$ cat config.mk
export PLATFORM = sky130hd
export DESIGN_NAME = unison_readout_rx
export DESIGN_NICKNAME = d
export VERILOG_FILES = /design/src/rtl/unison_pkg.sv /design/src/rtl/unison_lane_deser.sv /design/src/rtl/unison_readout_rx.sv
export SDC_FILE = /design/constraint.sdc
export NUM_CORES = 1
export LEC_CHECK = 0
export BUFFER_PORTS_ARGS = -buffer_cell sky130_fd_sc_hd__buf_2
export CAP_MARGIN = 10
export CORE_AREA = 2 2 114 116
export DETAILED_ROUTE_END_ITERATION = 10
export DIE_AREA = 0 0 116 118
export PLACE_DENSITY = 0.68
export SETUP_SLACK_MARGIN = 0.5
export SYNTH_ARGS = -nofsm -noshare
export SYNTH_HDL_FRONTEND = slang
export SYNTH_SLANG_ARGS = --single-unit
export TNS_END_PERCENT = 100
$ cat constraint.sdc
create_clock -name clk_master -period 1.7 [get_ports clk_master]
set_input_delay 0.085 -clock clk_master [delete_from_list [all_inputs] [get_ports clk_master]]
set_output_delay 0.085 -clock clk_master [all_outputs]
set_load 0.01 [all_outputs]
$ cat src/rtl/unison_pkg.sv
// unison_pkg: definitions shared by the unison readout serialiser (core side)
// and deserialiser (RISC side): FSM state encoding, default count width and
// lane ordering inside the packed result word.
package unison_pkg;

   // Readout framing states. The receiver exposes the current value on a debug port.
   typedef enum logic [2:0] {
      ST_IDLE  = 3'd0,
      ST_ARM   = 3'd1,
      ST_SKIP  = 3'd2,
      ST_SHIFT = 3'd3,
      ST_DONE  = 3'd4
   } state_e;

   // Default number of count bits shifted per lane per window.
   localparam int COUNT_W_DEF = 16;

   // Lane groups in the packed result word: all I lanes first (I0 in the LSBs),
   // then all Q lanes.
   localparam int LANE_I_GRP = 0;
   localparam int LANE_Q_GRP = 1;

   // Slot index of (group, core) in the packed result word.
   function automatic int lane_slot(input int grp, input int core, input int n_cores);
      return grp * n_cores + core;
   endfunction

endpackage

$ cat src/rtl/unison_lane_deser.sv
// unison_lane_deser: one serial readout lane. MSB-first shift register plus,
// when UNISON_RX_PARITY_EN is defined, a running XOR over every received bit
// (data and the trailing parity bit). Clear/enable timing is owned by the
// receiver FSM in unison_readout_rx.
module unison_lane_deser
   import unison_pkg::*;
#(
   parameter int COUNT_W = COUNT_W_DEF
) (
   input  logic               clk_master,
   input  logic               rstb,
   input  logic               clr,
   input  logic               shift_en,
`ifdef UNISON_RX_PARITY_EN
   input  logic               par_en,
   output logic               par_acc,
`endif
   input  logic               bit_in,
   output logic [COUNT_W-1:0] shreg
);

   // Shift register: cleared before each frame, shifts MSB-first while enabled.
   always_ff @(posedge clk_master) begin
      if (!rstb) begin
         shreg <= '0;
      end else if (clr) begin
         shreg <= '0;
      end else if (shift_en) begin
         shreg <= {shreg[COUNT_W-2:0], bit_in};
      end
   end

`ifdef UNISON_RX_PARITY_EN
   // Even-parity accumulator: ends at 0 when data plus parity bit are consistent.
   always_ff @(posedge clk_master) begin
      if (!rstb) begin
         par_acc <= 1'b0;
      end else if (clr) begin
         par_acc <= 1'b0;
      end else if (par_en) begin
         par_acc <= par_acc ^ bit_in;
      end
   end
`endif

endmodule

$ cat src/rtl/unison_readout_rx.sv
// unison_readout_rx: RISC-side receiver for the unison read_out_I/read_out_Q bus.
// Detects the end of each integration window (ud_en fall), skips START_DLY
// cycles, deserialises all I/Q lanes in parallel and presents one frame per
// window on a registered valid/ready output with sticky overrun detection.
// Optional feature macro: UNISON_RX_PARITY_EN (one even-parity bit per lane
// after the LSB, sticky parity_err output).
//
// Handshake: rd_valid/rd_data form a valid/ready source. A frame transfers on
// any cycle with rd_valid & rd_ready. Once raised, rd_valid stays high and
// rd_data stays stable until that transfer; a frame completing while the
// previous one is still unread is dropped and flagged on overrun.
module unison_readout_rx
   import unison_pkg::*;
#(
   parameter int N_CORES   = 2,
   parameter int COUNT_W   = COUNT_W_DEF,
   parameter int START_DLY = 2
) (
   input  logic                           clk_master,
   input  logic                           rstb,
   input  logic                           ud_en,
   input  logic [N_CORES-1:0]             read_out_I,
   input  logic [N_CORES-1:0]             read_out_Q,
   output logic [2*N_CORES*COUNT_W-1:0]   rd_data,
   output logic                           rd_valid,
   input  logic                           rd_ready,
   output logic [7:0]                     frame_cnt,
   output logic                           overrun,
   output logic                           busy,
`ifdef UNISON_RX_PARITY_EN
   output logic                           parity_err,
`endif
   output state_e                         state_dbg
);

   localparam int N_LANES = 2 * N_CORES;
`ifdef UNISON_RX_PARITY_EN
   localparam int NBITS = COUNT_W + 1;
`else
   localparam int NBITS = COUNT_W;
`endif
   localparam int BIT_W = $clog2(NBITS + 1);

   localparam logic [BIT_W-1:0] BIT_LAST  = BIT_W'(NBITS - 1);
   localparam logic [BIT_W-1:0] DATA_BITS = BIT_W'(COUNT_W);
   localparam logic [BIT_W-1:0] BIT_ONE   = BIT_W'(1);
   localparam logic [3:0]       SKIP_LAST = (START_DLY > 0) ? 4'(START_DLY - 1) : 4'd0;

   state_e                       state, state_n;
   logic                         ud_en_q;
   logic                         fall;
   logic [3:0]                   skip_cnt;
   logic [BIT_W-1:0]             bit_cnt;
   logic                         lane_clr;
   logic                         lane_shift;
   logic [N_LANES-1:0]           lane_bits;
   logic [N_LANES*COUNT_W-1:0]   shregs;
`ifdef UNISON_RX_PARITY_EN
   logic [N_LANES-1:0]           par_vec;
`endif

   assign fall       = ud_en_q & ~ud_en;
   assign busy       = (state == ST_SKIP) || (state == ST_SHIFT);
   assign state_dbg  = state;
   assign lane_clr   = (state == ST_ARM) || (state == ST_SKIP);
   assign lane_shift = (state == ST_SHIFT) && (bit_cnt < DATA_BITS);

   // State register and window-edge history.
   always_ff @(posedge clk_master) begin
      if (!rstb) begin
         state   <= ST_IDLE;
         ud_en_q <= 1'b0;
      end else begin
         state   <= state_n;
         ud_en_q <= ud_en;
      end
   end

   // Next-state logic; a re-raised ud_en during SKIP/SHIFT aborts the frame.
   always_comb begin
      state_n = state;
      case (state)
         ST_IDLE:  if (ud_en) state_n = ST_ARM;
         ST_ARM:   if (fall) state_n = (START_DLY > 0) ? ST_SKIP : ST_SHIFT;
         ST_SKIP:  begin
            if (ud_en)                      state_n = ST_ARM;
            else if (skip_cnt == SKIP_LAST) state_n = ST_SHIFT;
         end
         ST_SHIFT: begin
            if (ud_en)                     state_n = ST_ARM;
            else if (bit_cnt == BIT_LAST)  state_n = ST_DONE;
         end
         ST_DONE:  state_n = ud_en ? ST_ARM : ST_IDLE;
         default:  state_n = ST_IDLE;
      endcase
   end

   // Skip and bit counters run only in their own state and restart from 0 on entry.
   always_ff @(posedge clk_master) begin
      if (!rstb) begin
         skip_cnt <= 4'd0;
         bit_cnt  <= '0;
      end else begin
         skip_cnt <= (state == ST_SKIP)  ? skip_cnt + 4'd1 : 4'd0;
         bit_cnt  <= (state == ST_SHIFT) ? bit_cnt + BIT_ONE : '0;
      end
   end

   // Lane k of the packed word: I lanes then Q lanes, matching rd_data layout.
   for (genvar k = 0; k < N_CORES; k++) begin : g_lane_map
      localparam int SLOT_I = lane_slot(LANE_I_GRP, k, N_CORES);
      localparam int SLOT_Q = lane_slot(LANE_Q_GRP, k, N_CORES);
      assign lane_bits[SLOT_I] = read_out_I[k];
      assign lane_bits[SLOT_Q] = read_out_Q[k];
   end

   for (genvar l = 0; l < N_LANES; l++) begin : g_lane
      unison_lane_deser #(
         .COUNT_W (COUNT_W)
      ) u_lane (
         .clk_master (clk_master),
         .rstb       (rstb),
         .clr        (lane_clr),
         .shift_en   (lane_shift),
`ifdef UNISON_RX_PARITY_EN
         .par_en     (state == ST_SHIFT),
         .par_acc    (par_vec[l]),
`endif
         .bit_in     (lane_bits[l]),
         .shreg      (shregs[l*COUNT_W +: COUNT_W])
      );
   end

   // Output register: frame commit in DONE, handshake-driven release elsewhere.
   always_ff @(posedge clk_master) begin
      if (!rstb) begin
         rd_data    <= '0;
         rd_valid   <= 1'b0;
         frame_cnt  <= 8'd0;
         overrun    <= 1'b0;
`ifdef UNISON_RX_PARITY_EN
         parity_err <= 1'b0;
`endif
      end else if (state == ST_DONE) begin
         if (!rd_valid || rd_ready) begin
            rd_data   <= shregs;
            rd_valid  <= 1'b1;
            frame_cnt <= frame_cnt + 8'd1;
         end else begin
            overrun   <= 1'b1;
         end
`ifdef UNISON_RX_PARITY_EN
         if (|par_vec) parity_err <= 1'b1;
`endif
      end else if (rd_valid && rd_ready) begin
         rd_valid <= 1'b0;
      end
   end

endmodule

==> metrics.yaml <==
outcome:
  outcome: "finished clean"
timing:
  setup_violations: 0
  min_period_over_period_pct: 88.7
  relSlewSlack_pct: 71.8
  finClkSkew_ps: 7.75
  fmax_ghz: 0.663
  worstMarginPinSlew_ps: 423
  post-route-min-period_ps: 1510
  slew_violations: 0
  finalHoldViolCount: 0
  finalSetupTns_ps: 0
  whs_ps: 34.9
  rsz0062_at_grt: "yes"
floorplanning:
  pin_count: 86
  die_h_um: 118
  die_w_um: 116
  coreArea_mm2: 0.0124
  start_util_pct: 45.0
  rows: 41
  die_area_mm2: 0.0137
detailed_routing:
  postRouteWirelength_mm: 15.2
  drt_iter0_drc: 331
  dr.pass1.iters: 5
  num_vias: 5234
  drtAntennaViolNets: 0
  drc: 0
  drt-wirelength-per-cell_um: 15.8
  viasPerCell: 5.42
global_route:
  grt_pass1_vias: 4778
  grt_usage_pct: 21.3
  met1_usage_pct: 26.8
  use_met3_pct: 6.02
  top_usage_layer: "met2"
  grt.met2_usage_pct: 34.8
  grt_max_degree: 73
  grt_antenna_before_repair: 0
  overflow: 0
  grt_first_pass_wirelength_mm: 23.2
setup_path:
  crit_buf_inv: 4
  required_ps: 2060
  arrival_ps: 1870
  crit_path_top_delay_cell: "dfxtp_4"
  cp-start-kind: "flop"
  cp_top_family: "buffers and inverters"
  path_max_fanout: 8
  worstPathCellList: "buf_4, nor4bb_4, buf_6, buf_6, buf_12, nand2_2, a21oi_2"
  crit_path_frequent_cell: "buf_6"
  end_kind: "flop"
  max_stage_delay_ps: 370
  path_class: "flop to flop"
yosys:
  synthArstFlopShare_pct: 0
  netlist_top_cells_count: "dfxtp_1 (151), a21oi_1 (138), nand2_1 (133), nand3_1 (70), o21ai_0 (66)"
  synth_fa_ha_area_share_pct: 1.12
  syn-cell-area_mm2: 0.00558
  synth_mux_area_share_pct: 0.739
  synth_nets: 695
  synth_area_per_cell_um2: 8.19
  yosysMostFrequentCell: "dfxtp_1"
  yosysTopAreaCellShare_pct: 54.1
  synth_flop_cell: "dfxtp_1"
  synth.area.top_cells: "dfxtp_1 (54%), a21oi_1 (12%), nand2_1 (8.9%)"
  synthXorXnorAreaFrac_pct: 0.784
  seq_area_frac_synth_pct: 54.1
  yosysTopAreaCell: "dfxtp_1"
  ys_warn_count: 0
  synth_edf_count: 0
  syn_inst: 682
  synth.distinct_cells: 35
  ys_ff_latch: 151
  synthSimpleGateAreaFrac_pct: 19.2
  synth_top_family_by_area: "simple AND/OR/NAND/NOR gates"
  synth_compound_area_share_pct: 19.1
placement:
  place.gp.congestion: 0.790
  placed_cells: 897
  dp_hpwl_mm: 8.23
  io_buffer_count: 85
pwr:
  p_total_mw: 7.59
  p_leak_nw: 2.76
  p_per_area_mw_per_mm2: 996
  ir_drop_uv: 465
clock_network:
  cts-root-buf: "clkbuf_16"
  htreeDepth: 4
  clk_latency_ps: 430
  clock_path_buffers: 2
  cts_tree: "yes"
  clk_pin_slew_ps: 60
  cts_num_sinks: 151
  cts_buffers: 17
run:
  cap_violations: 0
finish:
  drive_above_1_share_pct: 28.9
  fillers: 1064
  layoutNonFillerInstCount: 965
  n_antenna_cell: 0
  layout.nets: 793
  synthToLayoutAreaGrowth_pct: 36.4
min_path:
  hold_path_class: "input pin to flop"
## final timing paths
| check | slack [ps] | endpoint | start | depth (start not counted) |
|---|---|---|---|---|
| max | 190 | g_lane[1].u_lane.shreg[4] | state_dbg[2] | 7 |
| min | 30 | state_dbg[0] | rstb | 2 |
| max reg2reg | 190 | g_lane[1].u_lane.shreg[4] | state_dbg[2] | 7 |
| min reg2reg | 450 | bit_cnt[0] | bit_cnt[0] | 1 |
## logic make-up (layout without fill, tap and decap cells)
| logic type | after synthesis | count (layout) |
|---|---|---|
| xor gates and xnor gates | 5 | 5 |
| muxes | 4 | 4 |
| buffers and inverters | 67 | 177 |
| DFF | 151 | 151 |
| adders and majority gates | 5 | 5 |
| and+or+nand+nor | 240 | 241 |
| AOI/OAI and AO/OA | 210 | 210 |
## worst reg2reg max path: stages, from the launching register on
cell      delay [ps]
dfxtp_4          370
buf_4            140
nor4bb_4         280
buf_6            200
buf_6            120
buf_12           130
nand2_2           70
a21oi_2          150
## flip-flops by register name, summed over array words and instances (netlist names)
register / cells
bit_cnt: 5
frame_cnt: 8
g_lane.u_lane.shreg: 64
overrun: 1
rd_data: 64
rd_valid: 1
skip_cnt: 4
state_dbg: 3
ud_en_q: 1
## layer usage
metal  share of wire, %  vias up
met5                  0        -
li1                   -     2544
met3                5.3       24
met4                1.6        0
met2                 50      168
met1                 43     2498
## cell usage in the layout (no fill, tap or decap), drive strengths merged
cell / netlist / layout
nand3: 70 / 70
nand2b: 5 / 5
xor2: 2 / 2
inv: 6 / 8
nand4bb: 1 / 1
o21ai: 67 / 67
dlygate4sd3: 0 / 5
or3: 3 / 3
nand2: 133 / 133
nand3b: 1 / 1
nor2b: 2 / 2
or4: 3 / 3
and3: 1 / 1
bufinv: 0 / 3
a21oi: 138 / 138
nor2: 11 / 11
xnor2: 3 / 3
bufbuf: 0 / 1
clkbuf: 46 / 20
nor3: 1 / 1
ha: 5 / 5
o31ai: 3 / 3
nor4bb: 1 / 1
mux2i: 3 / 3
clkinvlp: 0 / 5
buf: 15 / 131
clkinv: 0 / 4
nor3b: 2 / 2
nand4: 2 / 2
nor4: 3 / 3
a311oi: 1 / 1
o221a: 1 / 1
mux2: 1 / 1
dfxtp: 151 / 151
or3b: 1 / 2
## area by class of cell
class                   count  area, µm²  area share, %
inverters                   6       22.5          0.296
well taps                 172        215           2.83
clock inverters            14        176           2.32
repair buffers            139       1130           14.9
multi-input cells         465       2600           34.1
flip-flops and latches    151       3040           39.9
clock buffers              18        429           5.63
## where the power goes
group          internal, mW  switching (mW)
clock network          2.32            1.53
registers              3.54         0.00440
logic                0.0735           0.121
## stage by stage
step	instance area, µm²	utilization [%]	worst slack [ps]
floorplan	5610	-	73.6
global placement	6280	50.6	142
detailed placement	6280	50.6	111
CTS	7280	58.7	219
global route	7620	61.4	153
finish	7620	61.4	193
## what timing repair did
item                                    4_1_cts  5_1_grt
pin swaps                                     7       14
endpoints found under the setup margin      153      153
gates cloned                                  5        2
endpoints found under the hold margin         7        0
setup buffers                                12       12
resized for setup                            41       73
hold buffers                                  5        0
(Power assumes the default switching activity.)
